<file path="src/rtl/network_controller.sv">
// rtl/network_controller.sv - four-input Q-format neuron: MAC over a 4-entry register file, scale, saturate, threshold
// Optional ReLU activation: define NETWORK_CONTROLLER_RELU_EN.
module network_controller #(
  parameter int                 FRAC_BITS = 8,
  parameter logic signed [15:0] THRESHOLD = 16'sd0
) (
  input  logic        clk,
  input  logic        reset,
  input  logic [31:0] write_data,
  input  logic [1:0]  write_addr,
  input  logic        write_en,
  input  logic        start,
  output logic        busy,
  output logic        done,
  output logic [15:0] result,
  output logic        fire
);

  localparam logic [1:0] IDLE  = 2'd0;
  localparam logic [1:0] ACC   = 2'd1;
  localparam logic [1:0] SCALE = 2'd2;
  localparam logic [1:0] DONE  = 2'd3;

  logic [1:0]         state;
  logic [31:0]        rf [4];
  logic signed [33:0] acc;
  logic [1:0]         idx;

  logic signed [15:0] x_op;
  logic signed [15:0] w_op;
  logic signed [31:0] prod;
  logic signed [33:0] shifted;
  logic signed [15:0] sat_val;
  logic signed [15:0] act_val;

  assign x_op    = rf[idx][31:16];
  assign w_op    = rf[idx][15:0];
  assign prod    = x_op * w_op;
  assign shifted = acc >>> FRAC_BITS;

  always_comb begin
    sat_val = shifted[15:0];
    if (shifted > 34'sd32767) begin
      sat_val = 16'sh7fff;
    end else if (shifted < -34'sd32768) begin
      sat_val = 16'sh8000;
    end
  end

  always_comb begin
`ifdef NETWORK_CONTROLLER_RELU_EN
    act_val = sat_val[15] ? 16'sd0 : sat_val;
`else
    act_val = sat_val;
`endif
  end

  assign busy = (state != IDLE);
  assign done = (state == DONE);

  always_ff @(posedge clk or negedge reset) begin
    if (!reset) begin
      state  <= IDLE;
      acc    <= '0;
      idx    <= '0;
      result <= '0;
      fire   <= 1'b0;
      for (int i = 0; i < 4; i++) begin
        rf[i] <= '0;
      end
    end else begin
      case (state)
        IDLE: begin
          // A write on the same edge as start lands before ACC reads entry 0.
          if (write_en) begin
            rf[write_addr] <= write_data;
          end
          if (start) begin
            state <= ACC;
            acc   <= '0;
            idx   <= '0;
          end
        end
        ACC: begin
          acc <= acc + $signed({{2{prod[31]}}, prod});
          idx <= idx + 2'd1;
          if (idx == 2'd3) begin
            state <= SCALE;
          end
        end
        SCALE: begin
          result <= act_val;
          fire   <= (act_val > THRESHOLD);
          state  <= DONE;
        end
        DONE: begin
          state <= IDLE;
        end
        default: begin
          state <= IDLE;
        end
      endcase
    end
  end

endmodule

</file>
<file path="config.mk">
export PLATFORM = sky130hd
export DESIGN_NAME = network_controller
export DESIGN_NICKNAME = d
export VERILOG_FILES = /design/src/rtl/network_controller.sv
export SDC_FILE = /design/constraint.sdc
export NUM_CORES = 1
export LEC_CHECK = 0
export CAP_MARGIN = 20
export CORE_ASPECT_RATIO = 2
export CORE_UTILIZATION = 35
export CTS_BUF_LIST = sky130_fd_sc_hd__clkbuf_4 sky130_fd_sc_hd__clkbuf_8
export CTS_CLUSTER_SIZE = 24
export DETAILED_ROUTE_END_ITERATION = 8
export DONT_BUFFER_PORTS = 1
export SYNTH_ARGS = -nofsm -noshare
export SYNTH_HDL_FRONTEND = slang
export SYNTH_SLANG_ARGS = --single-unit
export TNS_END_PERCENT = 5
</file>
<file path="constraint.sdc">
create_clock -name clk -period 17.4 [get_ports clk]
set_input_delay 1.74 -clock clk [delete_from_list [all_inputs] [get_ports clk]]
set_output_delay 1.74 -clock clk [all_outputs]
set_load 0.01 [all_outputs]
</file>
==> results of run 1 <==
[per-layer routing]
metal,global-route usage [%],share of wire (%)
met1,18.22,36
met2,33.38,55
met3,2.720,3.8
met4,9.909,5.1
met5,0,0
[worst max-delay path, cell delays in order, from the launching register on]
cell	delay, ps
dfrtp_2	650
buf_4	610
mux2_2	430
o21ai_1	820
nor2_1	170
fa_1	580
inv_1	50
fa_1	460
fa_1	540
inv_1	60
fa_1	460
fa_1	510
inv_1	50
fa_1	470
inv_1	50
ha_1	360
nand2_1	130
nor3_2	280
nand4_1	240
nand3_1	250
nand3_1	210
a31oi_1	330
o21ai_0	120
a32o_1	260
[Yosys cell counts, drive strengths merged, types with 2 or more instances]
| cell | count |
|---|---|
| clkbuf | 48 |
| a22o | 7 |
| xnor2 | 24 |
| xor2 | 14 |
| o21bai | 2 |
| nand4 | 6 |
| o21a | 17 |
| and2 | 29 |
| o21ai | 77 |
| fa | 305 |
| mux4 | 11 |
| a221oi | 2 |
| a31oi | 5 |
| buf | 23 |
| mux2i | 22 |
| nor2 | 117 |
| dfrtp | 183 |
| o31ai | 2 |
| nor3 | 6 |
| a211oi | 5 |
| nor4 | 6 |
| inv | 364 |
| nand2b | 10 |
| a21o | 10 |
| ha | 107 |
| mux2 | 151 |
| nor2b | 11 |
| nand2 | 185 |
| a21oi | 41 |
| o211ai | 7 |
| nand3 | 7 |
[flip-flops by register name, indices dropped and copies added (netlist names)]
name,cells
fire,1
idx,2
result,16
state,2
rf,128
acc,34
[per-stage QoR]
stage                     worst slack (ps)  std cells  hold WS (ps)  area, µm²  util (%)
after global routing                  8748       2478         521.1      20180     37.65
after CTS                             9081       2474         513.9      20150     37.60
after detailed placement              9128       2442         487.8      19730     36.81
final                                 9106       2478         511.5      20180     37.65
after global placement                9275       2441         481.1      19710     36.78
after floorplan                      10530       1821         456.3      18990         -
[final timing paths]
check	depth (start not counted)	slack [ps]	endpoint	from
worst max-delay path	23	9110	acc[31]$_DFFE_PN0P_	idx[0]$_DFFE_PN0P_
worst min-delay path	1	510	rf[12]$_DFFE_PN0P_	rf[12]$_DFFE_PN0P_
worst max register to register	23	9110	acc[31]$_DFFE_PN0P_	idx[0]$_DFFE_PN0P_
worst min register to register	1	510	rf[12]$_DFFE_PN0P_	rf[12]$_DFFE_PN0P_
max in group asynchronous	0	16160	rf[29]$_DFFE_PN0P_	reset
min in group asynchronous	0	880	acc[4]$_DFFE_PN0P_	reset
[logic make-up (layout without fill, tap and decap cells)]
kind of cell             after synthesis  in the layout  synth area share, %
XOR/XNOR                              38             38                1.752
multiplexers                         184            184                11.42
other                                  0              1                    0
AO/OA/AOI/OAI                        184            184                6.035
flip-flops                           183            183                24.11
AND/OR/NAND/NOR                      385            385                8.749
adder cells (fa/ha/maj)              412            412                39.20
buffers and inverters                435            420                8.736
[layout make-up]
cell class              instances  area (µm²)
fillers                      5179       33420
multi-input cells            1203       12780
flip-flops and latches        183        4582
inverters                     364        1366
well taps                     671       839.6
clock buffers                  17       234.0
repair buffers                 24       192.7
clock inverters                15       190.2
diodes                          1       2.502
==> run_results.csv, run 1 <==
group,metric,value,unit
synth,async_flop_share,100.0,%
place,io_buffers,0,
detailed_routing,wl_per_cell,18.47,µm
detailed_routing,vias,12371,
global_routing,grt_max_degree,184,
global_routing,grt.total_usage,17.62,%
timing,max_slew_margin,28.44,%
place,hpwl,37.74,mm
global_routing,grt_first_pass_wirelength,75.41,mm
global_routing,overflow,0,
timing,fin_worst_skew,27.49,ps
synth,synth-edff-count,0,
layout,nets,2243,
floorplan,rows,120,
clock_tree,post_cts.repair.setup_buffers,0,
synth,yosys.area.top_type,"fa_1",
detailed_routing,drt-total-wl,45.78,mm
detailed_routing,drc,0,
detailed_routing,drt_iter0_drc,399,
floorplan,dieArea,0.05525,mm²
synth,synth_top_area_share,32.15,%
detailed_routing,viasPerCell,4.992,
timing,setup_tns,0,ps
layout,final_cell_mix,"inv_1 (363), fa_1 (305), nand2_1 (184), dfrtp_1 (181), mux2_2 (150)",
timing,hold_viol_final,0,
synth,yosys_warnings,0,
synth,syn_area_per_cell,10.43,µm²
floorplan,num_io_pins,57,
job,cap_violations,0,
clock_tree,cts_sinks,183,
timing,slew_viol_final,0,
synth,netlist_instances,1821,
timing,worstMarginPinSlew,1066,ps
detailed_routing,drtPass1Iterations,5,
clock_tree,cts_tree,"yes",
floorplan,dieWidth,166.7,µm
worst_hold_path,hp-class,"reg2reg",
timing,fin_crit_sh,47.67,%
clock_tree,cts.path.max_buffers,2,
status,status,"finished, final reports clean",
critical_path,crit_path_end_kind,"flip-flop",
critical_path,critical_path_arrival,8720,ps
place,place.gp.congestion,0.9491,
detailed_routing,final_antenna_net_count,0,
layout,area_growth,6.272,%
global_routing,grt_pass1_vias,14055,
timing,finalCriticalPeriod,8294,ps
synth,seq_area_frac_synth,24.11,%
critical_path,crit_required,17830,ps
timing,setup_viol,0,
layout,drive_above_1_share,13.07,%
critical_path,cp_max_fo,43,
clock_tree,cts_root_buf,"clkbuf_8",
clock_tree,cts_htree_levels,4,
floorplan,initial_core_util,35.43,%
critical_path,criticalPathCategory,"reg2reg",
layout,layout_commonest_cell,"inv_1",
timing,fmax,0.1206,GHz
global_routing,antenna_found_initial,1,
clock_tree,clk_latency,540,ps
floorplan,die_y,331.4,µm
synth,synth_area_leaders,"fa_1 (32%), dfrtp_1 (24%), mux2_2 (8.9%)",
floorplan,core-area,0.05360,mm²
critical_path,startpoint_type,"flip-flop",
clock_tree,cts_hold_buf,0,
synth,synth_nets,2271,
clock_tree,cts_buffers,17,
clock_tree,clk_pin_slew,130,ps
synth,ys_types,62,
synth,netlist_area,0.01899,mm²
synth,ys.flop_type,"dfrtp_1",
timing,rsz0062_at_grt,"false",
synth,ys_ff_latch,183,
clock_tree,cts_resized,0,
Power of run 1 is left out: the tool's default activity adds up to more than one toggle a clock period on the data nets, which glitch-free logic cannot reach.
==> run 2: changes to the inputs <==
clock period = 7.7 ns   (was 17.4 ns; I/O delays follow)
==> run 2 against run 1 <==
Against the previous run:
- hold slack got worse by 240 ps
- clock skew decreased by 4.5 ps
- first-iteration DRC count increased by 9.0%
- cell count increased by 0.97%
- non-clock buffer count increased by 24
- sequential share of layout area decreased by 0.28 points
- register-to-register slack got worse by 8700 ps
==> run_results.csv, run 2 (synthesized netlist as in run 1, its figures left out) <==
group,metric,value,unit
status,status,"finished, final reports clean",
job,cap_violations,0,
layout,drive_above_1_share,14.21,%
detailed_routing,wl_per_cell,18.52,µm
global_routing,grt_max_degree,184,
floorplan,dieWidth,166.7,µm
critical_path,crit_top_cell,"fa_1",
clock_tree,clk_latency,520,ps
detailed_routing,drt-total-wl,46.33,mm
timing,fin_worst_skew,23.02,ps
critical_path,rr_worst_depth,23,
timing,fmax,0.1377,GHz
floorplan,num_io_pins,57,
layout,multi_input_area,0.01278,mm²
timing,slew_viol_final,0,
detailed_routing,final_antenna_net_count,0,
layout,final_cell_mix,"inv_1 (363), fa_1 (305), nand2_1 (184), dfrtp_1 (181), mux2_2 (150)",
timing,setup_viol,0,
critical_path,regToRegEndpoint,"acc[31]$_DFFE_PN0P_",
floorplan,initial_core_util,35.43,%
clock_tree,clk_pin_slew,110,ps
timing,rsz0062_at_grt,"false",
critical_path,r2r_slack,440,ps
clock_tree,cts_resized,0,
layout,reg_top3,"rf x128, acc x34, result x16",
timing,max_slew_margin,37.96,%
critical_path,slowest_stage,"fa_1",
detailed_routing,drc,0,
clock_tree,cts.path.max_buffers,2,
detailed_routing,drtPass1Iterations,5,
global_routing,overflow,0,
critical_path,crit_buf_inv,4,
clock_tree,cts_buffers,17,
clock_tree,cts_root_buf,"clkbuf_8",
timing,fin_crit_sh,94.34,%
layout,seq_area,0.004582,mm²
place,io_buffers,0,
layout,area_growth,7.576,%
clock_tree,post_cts.repair.setup_buffers,0,
critical_path,max_stage_delay,540,ps
detailed_routing,drt_iter0_drc,435,
clock_tree,cts_sinks,183,
detailed_routing,viasPerCell,4.987,
clock_tree,cts_hold_buf,1,
global_routing,grt.total_usage,17.84,%
layout,nets,2267,
timing,hold_viol_final,0,
layout,layout_commonest_cell,"inv_1",
place,post-place-cells,2467,
critical_path,crit_path_end_kind,"flip-flop",
critical_path,r2r_start,"idx[0]$_DFFE_PN0P_",
timing,worstMarginPinSlew,930.7,ps
critical_path,cp_max_fo,34,
critical_path,path_delay_family,"adder cells",
floorplan,rows,120,
floorplan,die_y,331.4,µm
floorplan,dieArea,0.05525,mm²
floorplan,core-area,0.05360,mm²
global_routing,grt_pass1_vias,14272,
clock_tree,cts_htree_levels,4,
timing,setup_tns,0,ps
detailed_routing,vias,12478,
critical_path,startpoint_type,"flip-flop",
critical_path,crit_start,"idx[0]$_DFFE_PN0P_",
layout,layout.cells.non_filler,2502,
clock_tree,cts_tree,"yes",
worst_hold_path,hp-class,"in2async",
critical_path,critical_path_arrival,7680,ps
global_routing,grt_first_pass_wirelength,76.00,mm
place,place.gp.congestion,0.9642,
place,hpwl,38.13,mm
layout,n_fill_cell,5160,
layout,top_register,"rf",
critical_path,crit_required,8110,ps
global_routing,antenna_found_initial,1,
critical_path,crit_chain,"buf_4 -> mux2i_1 -> nand2_1 -> o21a_1 -> nand2_1 -> fa_1 -> fa_1 -> fa_1 -> inv_1 -> fa_1 -> fa_1 -> inv_1 -> fa_1 -> inv_1 -> ha_1 -> nand2_1 -> nor3_2 -> nand4_1 -> nand3_1 -> nand3_1 -> a31oi_1 -> o21ai_0 -> a32o_1",
timing,finalCriticalPeriod,7264,ps
critical_path,criticalPathCategory,"reg2reg",
layout,largest_reg_flops,128,
==> run 2: cell count changes in the layout (fill, tap and decap cells not counted) <==
| cell | delta |
|---|---|
| buf_16 | +2 |
| buf_8 | -2 |
| buf_12 | +1 |
| inv_8 | -1 |
| o21ai_1 | -1 |
| clkinvlp_4 | -3 |
| buf_2 | -1 |
| bufinv_16 | +1 |
| clkbuf_4 | -1 |
| inv_6 | +2 |
| buf_4 | +25 |
| o21ai_0 | +1 |
| clkbuf_8 | +1 |
==> run 2: area by class of cell <==
cell class,count,area share [%]
multi-input combinational,1203,62.53
antenna,1,0.01225
tap,671,4.109
clock buffer,18,1.213
inverter,364,6.688
sequential,183,22.43
timing repair buffer,48,2.021
clock inverter,14,0.9982
==> run 2: worst max path at each step <==
stage / end / slack, ps / cells past startpoint
2_1_floorplan: acc[31]$_DFFE_PN0P_ / 830 / 22
3_3_place_gp: acc[26]$_DFFE_PN0P_ / 470 / 24
3_5_place_dp: acc[31]$_DFFE_PN0P_ / 370 / 23
4_1_cts: acc[31]$_DFFE_PN0P_ / 340 / 23
5_1_grt: acc[31]$_DFFE_PN0P_ / 10 / 23
6_report: acc[31]$_DFFE_PN0P_ / 440 / 23
==> run 2: stage by stage <==
stage               setup slack, ps  cell area (µm²)  util, %  hold slack (ps)
finish                        436.1            20430    38.12            271.8
global route                  13.08            20430    38.12            335.5
CTS                           336.5            20400    38.06            313.1
detailed placement            371.9            19920    37.17            479.4
global placement              474.3            19920    37.17            481.0
floorplan                     830.9            18990        -            456.3
==> run 2: metal layers <==
| layer | GRT usage (%) | vias up | routed length, µm |
|---|---|---|---|
| li1 | - | 5663 | - |
| met5 | 0 | - | 0 |
| met1 | 18.00 | 6427 | 16280 |
| met2 | 34.06 | 270 | 25520 |
| met3 | 2.864 | 118 | 1950 |
| met4 | 10.38 | 0 | 2574 |
Power of run 2 is left out for the same reason.
==> run 3: changes to the inputs <==
CORE_MARGIN = 5   (was not set)
SKIP_LAST_GASP = 1   (was not set)
clock period = 7.4 ns   (was 7.7 ns; I/O delays follow)
==> run 3 against run 2 <==
Against the previous run:
- non-clock buffer count increased by 11
- hold slack got worse by 48 ps
- core utilization increased by 0.14 points
- largest cell class unchanged
- fmax rose by 2.7%
- sequential cell count unchanged
- setup slack lost 110 ps
- final area is 0.36% higher
- critical path depth grew 1
- via count is 0.51% higher
- critical endpoint is now acc[32]$_DFFE_PN0P_
- sequential share of layout area down 0.069 points
- die area is 7.3% higher
==> run_results.csv, run 3 (synthesized netlist as in run 1, its figures left out) <==
group,metric,value,unit
status,status,"finished, final reports clean",
layout,layout_commonest_cell,"inv_1",
floorplan,dieWidth,174.7,µm
critical_path,r2r_start,"idx[0]$_DFFE_PN0P_",
critical_path,criticalPathCategory,"reg2reg",
timing,fin_worst_skew,23.27,ps
clock_tree,cts_sinks,183,
detailed_routing,drt_iter0_drc,405,
global_routing,antenna_found_initial,1,
timing,slew_viol_final,0,
layout,top_register,"rf",
timing,max_slew_margin,34.45,%
timing,fmax,0.1414,GHz
floorplan,rows,120,
layout,largest_reg_flops,128,
global_routing,grt_max_degree,184,
detailed_routing,vias,12542,
critical_path,crit_chain,"buf_2 -> buf_4 -> mux4_2 -> buf_4 -> nand2_1 -> fa_1 -> fa_1 -> fa_1 -> inv_1 -> fa_1 -> fa_1 -> inv_1 -> fa_1 -> inv_1 -> ha_1 -> nand2_1 -> nor3_4 -> and4_2 -> o221ai_2 -> nand2_1 -> o21ai_2 -> a221oi_2 -> nor3_1 -> o31ai_2",
floorplan,num_io_pins,57,
worst_hold_path,hp-class,"in2async",
job,cap_violations,0,
timing,setup_viol,0,
critical_path,crit_start,"idx[0]$_DFFE_PN0P_",
floorplan,die_y,339.4,µm
layout,nets,2278,
critical_path,crit_top_cell,"fa_1",
detailed_routing,final_antenna_net_count,0,
critical_path,rr_worst_depth,24,
timing,fin_crit_sh,95.54,%
layout,layout.cells.non_filler,2513,
detailed_routing,wl_per_cell,18.78,µm
critical_path,regToRegEndpoint,"acc[32]$_DFFE_PN0P_",
timing,worst_slack,329.7,ps
clock_tree,cts_htree_levels,4,
layout,seq_area,0.004584,mm²
global_routing,grt.total_usage,16.62,%
place,dp_slack,46.09,ps
timing,rsz0062_at_grt,"false",
critical_path,critical_path_arrival,7490,ps
floorplan,dieArea,0.05930,mm²
place,post-place-cells,2473,
critical_path,crit_required,7820,ps
detailed_routing,drtPass1Iterations,4,
clock_tree,clk_pin_slew,110,ps
critical_path,max_stage_delay,580,ps
detailed_routing,drt-total-wl,47.21,mm
place,hpwl,39.46,mm
critical_path,r2r_slack,330,ps
global_routing,grt_first_pass_wirelength,77.55,mm
critical_path,crit_buf_inv,6,
layout,n_fill_cell,5212,
timing,finalCriticalPeriod,7070,ps
floorplan,core-area,0.05360,mm²
clock_tree,clk_latency,520,ps
clock_tree,cts.path.max_buffers,2,
timing,worstMarginPinSlew,982.7,ps
clock_tree,cts_root_buf,"clkbuf_8",
floorplan,initial_core_util,35.43,%
critical_path,startpoint_type,"flip-flop",
detailed_routing,drc,0,
timing,hold_viol_final,0,
clock_tree,cts_buffers,17,
critical_path,path_delay_family,"adder cells",
place,place.gp.congestion,0.9388,
timing,setup_tns,0,ps
critical_path,crit_path_end_kind,"flip-flop",
place,io_buffers,0,
layout,area_growth,7.965,%
layout,drive_above_1_share,14.99,%
critical_path,cp_max_fo,13,
detailed_routing,viasPerCell,4.991,
layout,final_cell_mix,"inv_1 (363), fa_1 (304), nand2_1 (184), dfrtp_1 (181), mux2_2 (150)",
clock_tree,cts_tree,"yes",
global_routing,grt_pass1_vias,14356,
global_routing,overflow,0,
critical_path,slowest_stage,"mux4_2",
layout,multi_input_area,0.01279,mm²
layout,reg_top3,"rf x128, acc x34, result x16",
==> run 3: cell types whose count changed in the layout (fill, tap and decap cells not counted), moves of 2 or more <==
cell	delta
clkbuf_4	+2
clkinv_8	-2
o21a_1	-2
o21a_2	+2
buf_4	+9
inv_8	-2
==> run 3: worst max-delay path by stage <==
stage,cells past startpoint,endpoint,slack [ps]
final,24,acc[32]$_DFFE_PN0P_,330
after CTS,25,acc[32]$_DFFE_PN0P_,20
after detailed placement,25,acc[32]$_DFFE_PN0P_,50
after global routing,24,acc[32]$_DFFE_PN0P_,30
after floorplan,22,acc[31]$_DFFE_PN0P_,530
after global placement,25,acc[32]$_DFFE_PN0P_,180
==> run 3: cell type report <==
type | instances | area share, %
Multi-Input combinational cell | 1203 | 62.40
Timing Repair Buffer | 59 | 2.465
Inverter | 364 | 6.663
Sequential cell | 183 | 22.36
Tap cell | 671 | 4.094
Clock buffer | 21 | 1.349
Clock inverter | 11 | 0.6590
Antenna cell | 1 | 0.01220
==> run 3: worst reg2reg max path, cell delays in order (launching register included) <==
cell	delay, ps
dfrtp_4	500
buf_2	210
buf_4	150
mux4_2	580
buf_4	230
nand2_1	100
fa_1	450
fa_1	520
fa_1	520
inv_1	60
fa_1	460
fa_1	520
inv_1	50
fa_1	470
inv_1	40
ha_1	350
nand2_1	150
nor3_4	260
and4_2	310
o221ai_2	180
nand2_1	140
o21ai_2	120
a221oi_2	310
nor3_1	90
o31ai_2	210
==> run 3: per-layer routing <==
metal / part of all wire [%] / routed length (µm) / vias up / global-route usage, %
li1: - / - / 5683 / -
met1: 34 / 16250 / 6451 / 16.85
met2: 56 / 26310 / 269 / 31.85
met3: 3.7 / 1770 / 139 / 2.650
met4: 6.1 / 2880 / 0 / 9.209
met5: 0 / 0 / - / 0
==> run 3: timing repair <==
item | in CTS | in global routing
hold buffers | 1 | 0
gates resized for setup | 0 | 6
hold endpoints to repair | 183 | 0
endpoints found under the setup margin | 0 | 7
setup buffers | 0 | 5
==> run 3: stage by stage <==
| step | cell area [µm²] | hold WS (ps) | utilization (%) |
|---|---|---|---|
| after floorplan | 18990 | 444.4 | - |
| after detailed placement | 19990 | 450.1 | 37.29 |
| after global placement | 19990 | 453.4 | 37.29 |
| final | 20500 | 223.9 | 38.25 |
| after CTS | 20420 | 266.5 | 38.10 |
| after global routing | 20500 | 292.0 | 38.25 |
Power of run 3 is left out for the same reason.
